## src/rtl/bus_pkg.sv

```systemverilog
// Shared types for the register-bus masters: word width, arbiter FSM states and
// the captured transaction fields.
package bus_pkg;

    localparam int unsigned BUS_WIDTH = 16;

    typedef logic [BUS_WIDTH-1:0] bus_word_t;

    typedef enum logic [1:0] {
        StIdle,
        StIssue,
        StWait,
        StResp
    } bus_state_e;

    typedef struct packed {
        bus_word_t addr;
        bus_word_t wdata;
        logic      rw;
    } bus_txn_t;

    // Round-robin successor of a two-requester owner id.
    function automatic logic next_owner(input logic owner);
        return ~owner;
    endfunction

endpackage

```

## src/rtl/bus_timeout_counter.sv

```systemverilog
// Cycle counter for an outstanding bus transaction. 'expired' fires in the
// TIMEOUT-th enabled cycle after 'clear', i.e. when the count is about to reach
// TIMEOUT.
module bus_timeout_counter #(
    parameter int unsigned TIMEOUT = 1023
) (
    input  logic clk,
    input  logic rst,
    input  logic clear,
    input  logic enable,
    output logic expired
);

    localparam logic [15:0] LastCount = 16'(TIMEOUT - 1);

    logic [15:0] count_q, count_d;

    // Next count: clear wins, otherwise count while enabled without wrapping.
    always_comb begin
        count_d = count_q;
        if (clear) begin
            count_d = '0;
        end else if (enable && (count_q != 16'hFFFF)) begin
            count_d = count_q + 16'd1;
        end
    end

    // Count register.
    always_ff @(posedge clk) begin
        if (rst) begin
            count_q <= '0;
        end else begin
            count_q <= count_d;
        end
    end

    assign expired = enable && (count_q == LastCount);

endmodule

```

## src/rtl/bus_arbiter.sv

```systemverilog
// Round-robin arbiter that shares the daisy-chained register bus between two
// host bridges. One transaction at a time is launched into the chain head and
// matched at the chain tail by addr/rw; a missing return completes with err.
module bus_arbiter
    import bus_pkg::*;
#(
    parameter int unsigned TIMEOUT = 1023
) (
    input  logic            clk,
    input  logic            rst,

    input  logic [15:0]     req0_addr_i,
    input  logic [15:0]     req0_wdata_i,
    input  logic            req0_rw_i,
    input  logic            req0_valid_i,
    output logic            req0_ready_o,
    output logic [15:0]     req0_rdata_o,
    output logic            req0_rvalid_o,
    output logic            req0_err_o,

    input  logic [15:0]     req1_addr_i,
    input  logic [15:0]     req1_wdata_i,
    input  logic            req1_rw_i,
    input  logic            req1_valid_i,
    output logic            req1_ready_o,
    output logic [15:0]     req1_rdata_o,
    output logic            req1_rvalid_o,
    output logic            req1_err_o,

    output logic [15:0]     addr_o,
    output logic [15:0]     wdata_o,
    output logic [15:0]     rdata_o,
    output logic            rw_o,
    output logic            valid_o,

    input  logic [15:0]     addr_i,
    input  logic [15:0]     wdata_i,
    input  logic [15:0]     rdata_i,
    input  logic            rw_i,
    input  logic            valid_i
);

    bus_state_e state_q, state_d;
    logic       ptr_q, ptr_d;
    logic       owner_q, owner_d;
    bus_txn_t   cap_q, cap_d;

    logic       rvalid0_q, rvalid0_d, rvalid1_q, rvalid1_d;
    logic       err0_q, err0_d, err1_q, err1_d;
    bus_word_t  rdata0_q, rdata0_d, rdata1_q, rdata1_d;

    logic       grant_valid;
    logic       grant_id;
    bus_txn_t   sel_txn;
    logic       match;
    logic       cnt_clear;
    logic       cnt_enable;
    logic       cnt_expired;

    // Write data returning at the chain tail carries nothing we need.
    logic       unused_wdata;
    assign unused_wdata = ^wdata_i;

    // Grant selection: pointer requester first, otherwise the other one.
    always_comb begin
        grant_valid = 1'b0;
        grant_id    = ptr_q;
        if (ptr_q == 1'b0) begin
            if (req0_valid_i) begin
                grant_valid = 1'b1;
                grant_id    = 1'b0;
            end else if (req1_valid_i) begin
                grant_valid = 1'b1;
                grant_id    = 1'b1;
            end
        end else begin
            if (req1_valid_i) begin
                grant_valid = 1'b1;
                grant_id    = 1'b1;
            end else if (req0_valid_i) begin
                grant_valid = 1'b1;
                grant_id    = 1'b0;
            end
        end

        if (grant_id) begin
            sel_txn = '{addr: req1_addr_i, wdata: req1_wdata_i, rw: req1_rw_i};
        end else begin
            sel_txn = '{addr: req0_addr_i, wdata: req0_wdata_i, rw: req0_rw_i};
        end
    end

    assign req0_ready_o = (state_q == StIdle) && grant_valid && (grant_id == 1'b0);
    assign req1_ready_o = (state_q == StIdle) && grant_valid && (grant_id == 1'b1);

    assign match = valid_i && (addr_i == cap_q.addr) && (rw_i == cap_q.rw);

    // FSM next state, capture and completion registers; defaults first.
    always_comb begin
        state_d    = state_q;
        ptr_d      = ptr_q;
        owner_d    = owner_q;
        cap_d      = cap_q;
        rvalid0_d  = 1'b0;
        rvalid1_d  = 1'b0;
        err0_d     = 1'b0;
        err1_d     = 1'b0;
        rdata0_d   = rdata0_q;
        rdata1_d   = rdata1_q;
        cnt_clear  = 1'b0;
        cnt_enable = 1'b0;

        unique case (state_q)
            StIdle: begin
                if (grant_valid) begin
                    cap_d   = sel_txn;
                    owner_d = grant_id;
                    state_d = StIssue;
                end
            end
            StIssue: begin
                cnt_clear = 1'b1;
                state_d   = StWait;
            end
            StWait: begin
                cnt_enable = 1'b1;
                // A return in the expiring cycle still counts as a good completion.
                if (match || cnt_expired) begin
                    state_d = StResp;
                    if (owner_q) begin
                        rvalid1_d = 1'b1;
                        err1_d    = !match;
                        rdata1_d  = (match && !cap_q.rw) ? rdata_i : '0;
                    end else begin
                        rvalid0_d = 1'b1;
                        err0_d    = !match;
                        rdata0_d  = (match && !cap_q.rw) ? rdata_i : '0;
                    end
                end
            end
            StResp: begin
                ptr_d   = next_owner(owner_q);
                state_d = StIdle;
            end
            default: begin
                state_d = StIdle;
            end
        endcase
    end

    // State and output registers; reset drops any pending transaction.
    always_ff @(posedge clk) begin
        if (rst) begin
            state_q   <= StIdle;
            ptr_q     <= 1'b0;
            owner_q   <= 1'b0;
            cap_q     <= '0;
            rvalid0_q <= 1'b0;
            rvalid1_q <= 1'b0;
            err0_q    <= 1'b0;
            err1_q    <= 1'b0;
            rdata0_q  <= '0;
            rdata1_q  <= '0;
        end else begin
            state_q   <= state_d;
            ptr_q     <= ptr_d;
            owner_q   <= owner_d;
            cap_q     <= cap_d;
            rvalid0_q <= rvalid0_d;
            rvalid1_q <= rvalid1_d;
            err0_q    <= err0_d;
            err1_q    <= err1_d;
            rdata0_q  <= rdata0_d;
            rdata1_q  <= rdata1_d;
        end
    end

    bus_timeout_counter #(
        .TIMEOUT (TIMEOUT)
    ) u_timeout (
        .clk     (clk),
        .rst     (rst),
        .clear   (cnt_clear),
        .enable  (cnt_enable),
        .expired (cnt_expired)
    );

    // Chain head mirrors the capture register so it holds between strobes.
    assign addr_o  = cap_q.addr;
    assign wdata_o = cap_q.wdata;
    assign rw_o    = cap_q.rw;
    assign valid_o = (state_q == StIssue);
    assign rdata_o = '0;

    assign req0_rvalid_o = rvalid0_q;
    assign req0_err_o    = err0_q;
    assign req0_rdata_o  = rdata0_q;
    assign req1_rvalid_o = rvalid1_q;
    assign req1_err_o    = err1_q;
    assign req1_rdata_o  = rdata1_q;

endmodule
```

## config.mk

```make
export PLATFORM = sky130hd
export DESIGN_NAME = bus_arbiter
export DESIGN_NICKNAME = d
export VERILOG_FILES = /design/src/rtl/bus_pkg.sv /design/src/rtl/bus_timeout_counter.sv /design/src/rtl/bus_arbiter.sv
export SDC_FILE = /design/constraint.sdc
export NUM_CORES = 1
export LEC_CHECK = 0
export ABC_CLOCK_PERIOD_IN_PS = 2700
export CORE_MARGIN = 2
export CORE_UTILIZATION = 30
export CTS_CLUSTER_SIZE = 25
export DETAILED_ROUTE_END_ITERATION = 7
export PLACE_DENSITY = 0.62
export SLEW_MARGIN = 15
export SYNTH_ARGS = -nofsm -noshare
export SYNTH_HDL_FRONTEND = slang
export SYNTH_SLANG_ARGS = --single-unit
```

## constraint.sdc

```tcl
create_clock -name clk -period 2.7 [get_ports clk]
set_input_delay 0.405 -clock clk [delete_from_list [all_inputs] [get_ports clk]]
set_output_delay 0.405 -clock clk [all_outputs]
set_load 0.05 [all_outputs]
```

-- After elaboration in Yosys (flattened, before gate mapping)
Index checks and enable logic that the tools add are counted.
- register bits after elaboration: 89
- latch bits: 0
- memory bits (writable): 0
- memory bits (read-only): 0
- input bits: 120
- output and inout port bits: 88
- logic and storage cells: 65
- memories kept: 0
- add/subtract/negate cells: 1
- $mul: 0
- div/mod/pow operators: 0
- magnitude comparators: 0
- equal/unequal tests: 9
- shift-type cells: 0
- muxes and demuxes: 18
- bitwise logic cells: 4
- reduce and logical (&&, ||, !) cells: 20
- operators with widths (kind ; count):
    two-way mux 33 bit ; 1
    adder 16 x 1 -> 16 bit, second input constant ; 1
    equality test 16 x 10 -> 1 bit, second input constant ; 1
    equality test 16 bit ; 1
    two-way mux 16 bit ; 1
    != test 16 bit, second input constant ; 1
    two-way mux 1 bit ; 13
    logical AND 1 bit ; 8
    one-hot mux 2 bit (4 select lines) ; 1
    OR reduction 4 bit ; 2
    AND reduction 3 bit ; 2
    equality test 2 bit, second input constant ; 2
    two-way mux 2 bit ; 2
    != test 2 bit, second input constant ; 2
    NOT 1 bit ; 4
    AND reduction 2 bit ; 2
    OR reduction 3 bit ; 1
    equality test 2 x 1 -> 1 bit, second input constant ; 1
    logical NOT 1 bit ; 2
    logical NOT 2 bit ; 1
    OR reduction 2 bit ; 1
    equality test 1 bit ; 1
    logical OR 1 bit ; 1

-- Depth between registers and ports, before layout
- depth in word-level cells: 6
- mapped depth: 9
- depth with buffers taken out: 7

-- By module
A second synthesis with hierarchy kept.
- cell total of the unflattened synthesis: 432
- area, all modules: 4157.7 um2
- by module, submodules not included (module ; instances ; cells each ; area each (um2) ; sequential area each (um2)):
    bus_arbiter ; 1 ; 323 ; 3238.1 ; 1461.4
    bus_timeout_counter ; 1 ; 109 ; 919.6 ; 320.3

-- Least setup slack after synthesis
Ideal clock, no wire load.
- path type: flip-flop to flip-flop
- start point: register cap_q (netlist bit addr_o[3])
- end point: register rdata1_q[1], in the netlist req1_rdata_o[1]
- setup time: 73 ps
- data arrival time: 2166 ps
- data required time: 2627 ps
- path slack: 462 ps
- cell stages (with the launch flop): 8
- buffers on the path: 2
- clock period less this slack: 2238 ps
- cell sequence: dfxtp_1 xnor2_1 nand4_1 nor3_2 clkbuf_1 clkbuf_1 nand3_1 mux2i_1
- word-level cells in the longest chain between the ends: 5
- elaborated cells on any way between the ends: 7
- classes of those cells: eq/ne: 1; mux: 1; reduce/logical: 5
- ends and longest elaborated chain (element ; line ; RTL):
    start: declaration ; bus_arbiter.sv:46 ; bus_txn_t cap_q, cap_d;
    start signal: assignment ; bus_arbiter.sv:168 ; cap_q <= cap_d;
    equality test 16 bit * ; bus_arbiter.sv:96 ; assign match = valid_i && (addr_i == cap_q.addr) && (rw_i == cap_q.rw);
    logical AND 1 bit * (2 in a row) ; bus_arbiter.sv:96 ;
    logical OR 1 bit / logical AND 1 bit (equally long branches) ; bus_arbiter.sv:128, bus_arbiter.sv:133 ;
    AND reduction 3 bit (no source line) / two-way mux 16 bit (equally long branches) ; - ;
    end signal: assignment ; bus_arbiter.sv:174 ; rdata1_q <= rdata1_d;
    end: declaration ; bus_arbiter.sv:50 ; bus_word_t rdata0_q, rdata0_d, rdata1_q, rdata1_d;
Mark *: on every way between the ends. The rest lies on a longest branch, timed or not.
A chain may end at the register's enable or synchronous reset.

-- Worst setup path in the final report
- start point: register u_timeout.count_q[0]
- end point: register rdata0_q[0], in the netlist req0_rdata_o[0]
- word-level cells in the longest chain between the ends: 4
- ends and longest elaborated chain (element ; line ; RTL):
    start: declaration ; bus_timeout_counter.sv:16 ; logic [15:0] count_q, count_d;
    start signal: assignment ; bus_timeout_counter.sv:33 ; count_q <= count_d;
    equality test 16 x 10 -> 1 bit ; bus_timeout_counter.sv:37 ; assign expired = enable && (count_q == LastCount);
    logical AND 1 bit ; bus_timeout_counter.sv:37 ;
    logical OR 1 bit ; bus_arbiter.sv:128 ; if (match || cnt_expired) begin
    AND reduction 3 bit (no source line) ; - ;
    end signal: assignment ; bus_arbiter.sv:173 ; rdata0_q <= rdata0_d;
    end: declaration ; bus_arbiter.sv:50 ;
Every way passes these cells.

==> reports/qor.yml <==
status:
  status: "complete, no violations"
final_layout:
  multi_input_area_sq_mm: 0.00211
  syn2layout_area_growth_pct: 53.5
  antenna_cells: 0
  drive_above_1_share: 0.0607
  fillerInstances: 1233
  fin_util: 0.473
  register_area_sq_mm: 0.00178
  final_area_sq_mm: 0.00627
  nets: 716
clock_network:
  cts_max_level: 3
  post_cts_resized: 0
  tritoncts: "yes"
  cts_root_buf: "clkbuf_16"
  postCtsHoldBufs: 0
  path_clk_slew_ns: 0.06
  cts_buffer_depth: 2
  numCtsBuffers: 9
  post-cts-setup-buffer-count: 0
  cts.sinks: 89
  clk_latency_ns: 0.34
place:
  dp_hpwl_microns: 8750
  gp_congestion: 0.796
  post_dp_cell_area_sq_mm: 0.00600
  io_buffers: 175
sta:
  fin_crit_ns: 2.45
  tns_ns: 0
  max_freq_ghz: 0.408
  finClkSkew_ns: 0.00511
  slew_viol_final: 0
  slew_headroom: 0.391
  rsz0062_at_grt: "no"
  hold_viol_final: 0
  tightest_slew_ns: 0.911
  setup_viol: 0
  fin_crit_sh: 0.907
critical_path:
  cp_max_fo: 16
  cp-end-kind: "register"
  worstPathArrival_ns: 2.70
  cp_data_required_time_ns: 2.95
  crit_type: "reg2reg"
  cp-start-kind: "register"
floorplan:
  io_pins: 208
  dieHeight_microns: 121
  initial_core_util: 0.308
  die_area_sq_mm: 0.0146
  core_area_sq_mm: 0.0132
  rows: 42
  die_x_microns: 121
global_route:
  grt_pass1_wl_microns: 18900
  first_global_vias: 3761
  grt-ovfl-total: 0
  antenna_found_initial: 0
  grt_use_total: 0.165
  grt_max_degree: 44
synth:
  ys_ff_latch: 89
  postSynthCellCount: 420
  synth_area_sq_mm: 0.00408
  synth_edf_count: 0
  synth_flop_cell: "dfxtp_1"
  syn_avg_cell_area_sq_um: 9.72
  ys.warnings.count: 0
  async_reset_ff_frac: 0
  synth_cell_types: 47
  yosysSeqAreaShare: 0.436
routing:
  first_pass_iters: 5
  drt_iter0_drc: 330
  vias_per_cell: 4.98
  finalWirelength_microns: 12100
  ant_nets: 0
  vias: 3828
  drc: 0
  wire_per_inst_microns: 15.8
flow_run:
  max_cap_viol_count: 0
power:
  leakage_uw: 0.00237
  totalPowerFinal_uw: 4540
  peakVddDrop_v: 0.000505
  pwr_density_cell_mw_per_mm2: 725
hold_path:
  min_path_type: "reg2reg"
==> Yosys cell counts, types with 3 or more instances <==
| library cell | number | area share |
|---|---|---|
| clkbuf_1 | 21 | 0.019 |
| xor2_1 | 3 | 0.0064 |
| a222oi_1 | 33 | 0.081 |
| nand2b_1 | 32 | 0.049 |
| nand4_1 | 13 | 0.020 |
| mux2i_1 | 33 | 0.081 |
| nor4_1 | 7 | 0.011 |
| buf_4 | 16 | 0.029 |
| xnor2_1 | 26 | 0.056 |
| a21oi_1 | 5 | 0.0061 |
| nand3_1 | 19 | 0.023 |
| nor2_1 | 52 | 0.048 |
| ha_1 | 7 | 0.021 |
| nand2_1 | 11 | 0.010 |
| a211oi_1 | 5 | 0.0092 |
| inv_1 | 9 | 0.0083 |
| dfxtp_1 | 89 | 0.44 |
==> cell type report <==
type | count | share of cell area
clock buffers | 12 | 0.0393
clock inverters | 3 | 0.00280
inverters | 9 | 0.00539
multi-input cells | 295 | 0.337
flip-flops and latches | 89 | 0.284
well taps | 176 | 0.0351
repair buffers | 185 | 0.296
==> sequential cells by signal (all words and copies together), names as in the netlist, 2 cells and up <==
| name | flops |
|---|---|
| addr_o | 16 |
| req0_rdata_o | 16 |
| req1_rdata_o | 16 |
| u_timeout.count_q | 16 |
| wdata_o | 16 |
| state_q | 2 |
==> worst paths after layout <==
path	from	end	slack (ns)	cells past startpoint
hold / removal	req0_rdata_o[7]	req0_rdata_o[7]	0.47	2
setup / recovery	u_timeout.count_q[0]	req0_rdata_o[0]	0.25	7
hold reg to reg	req0_rdata_o[7]	req0_rdata_o[7]	0.47	2
setup reg to reg	u_timeout.count_q[0]	req0_rdata_o[0]	0.25	7
==> cells in the final DEF (no fill, tap or decap), drive strengths merged, types with 9 or more instances in the layout <==
cell,Yosys,routed
a222oi,33,33
buf,21,13
nand4,13,13
nand2b,32,32
conb,1,16
mux2i,33,33
dfxtp,89,89
clkdlybuf4s50,0,172
inv,9,9
nor2,52,52
nand3,19,19
xnor2,26,26
clkbuf,21,12
nand2,11,11
==> metal layers <==
metal	track usage	wire, microns	vias up	part of all wire
met2	0.283	6010	128	0.50
met5	0	0	-	0
met1	0.201	5260	1852	0.43
met3	0.0448	668	12	0.055
met4	0.0523	177	0	0.015
li1	-	-	1836	-
==> worst max-delay path: stages (launching register included) <==
cell	delay [ns]
dfxtp_1	0.35
inv_1	0.08
ha_1	0.14
or4b_1	0.43
or4_1	0.66
nor3_4	0.21
a41oi_4	0.17
mux2i_1	0.32
==> power breakdown <==
| group | internal (uW) | total, uW | switching, uW | leakage (uW) |
|---|---|---|---|---|
| clock | 641 | 1140 | 500 | 0.000128 |
| combinational | 703 | 1820 | 1120 | 0.00152 |
| sequential | 1460 | 1580 | 124 | 0.000723 |
==> per-stage QoR <==
step	worst slack, ns	hold WS [ns]	instances
finish	0.251	0.474	769
global route	0.0718	0.498	769
CTS	0.264	0.478	769
detailed placement	0.137	0.468	754
global placement	0.170	0.462	754
floorplan	0.462	0.474	435
==> cell families after synthesis <==
family                   Yosys count  share of synthesized area
AO/OA/AOI/OAI                     56                      0.131
XOR/XNOR                          29                     0.0622
adder cells (fa/ha/maj)            7                     0.0215
buffers and inverters             51                     0.0659
flip-flops                        89                      0.436
multiplexers                      33                     0.0809
other                              1                   0.000919
AND/OR/NAND/NOR                  154                      0.201
Note: power is estimated with default switching activity, not from simulation.
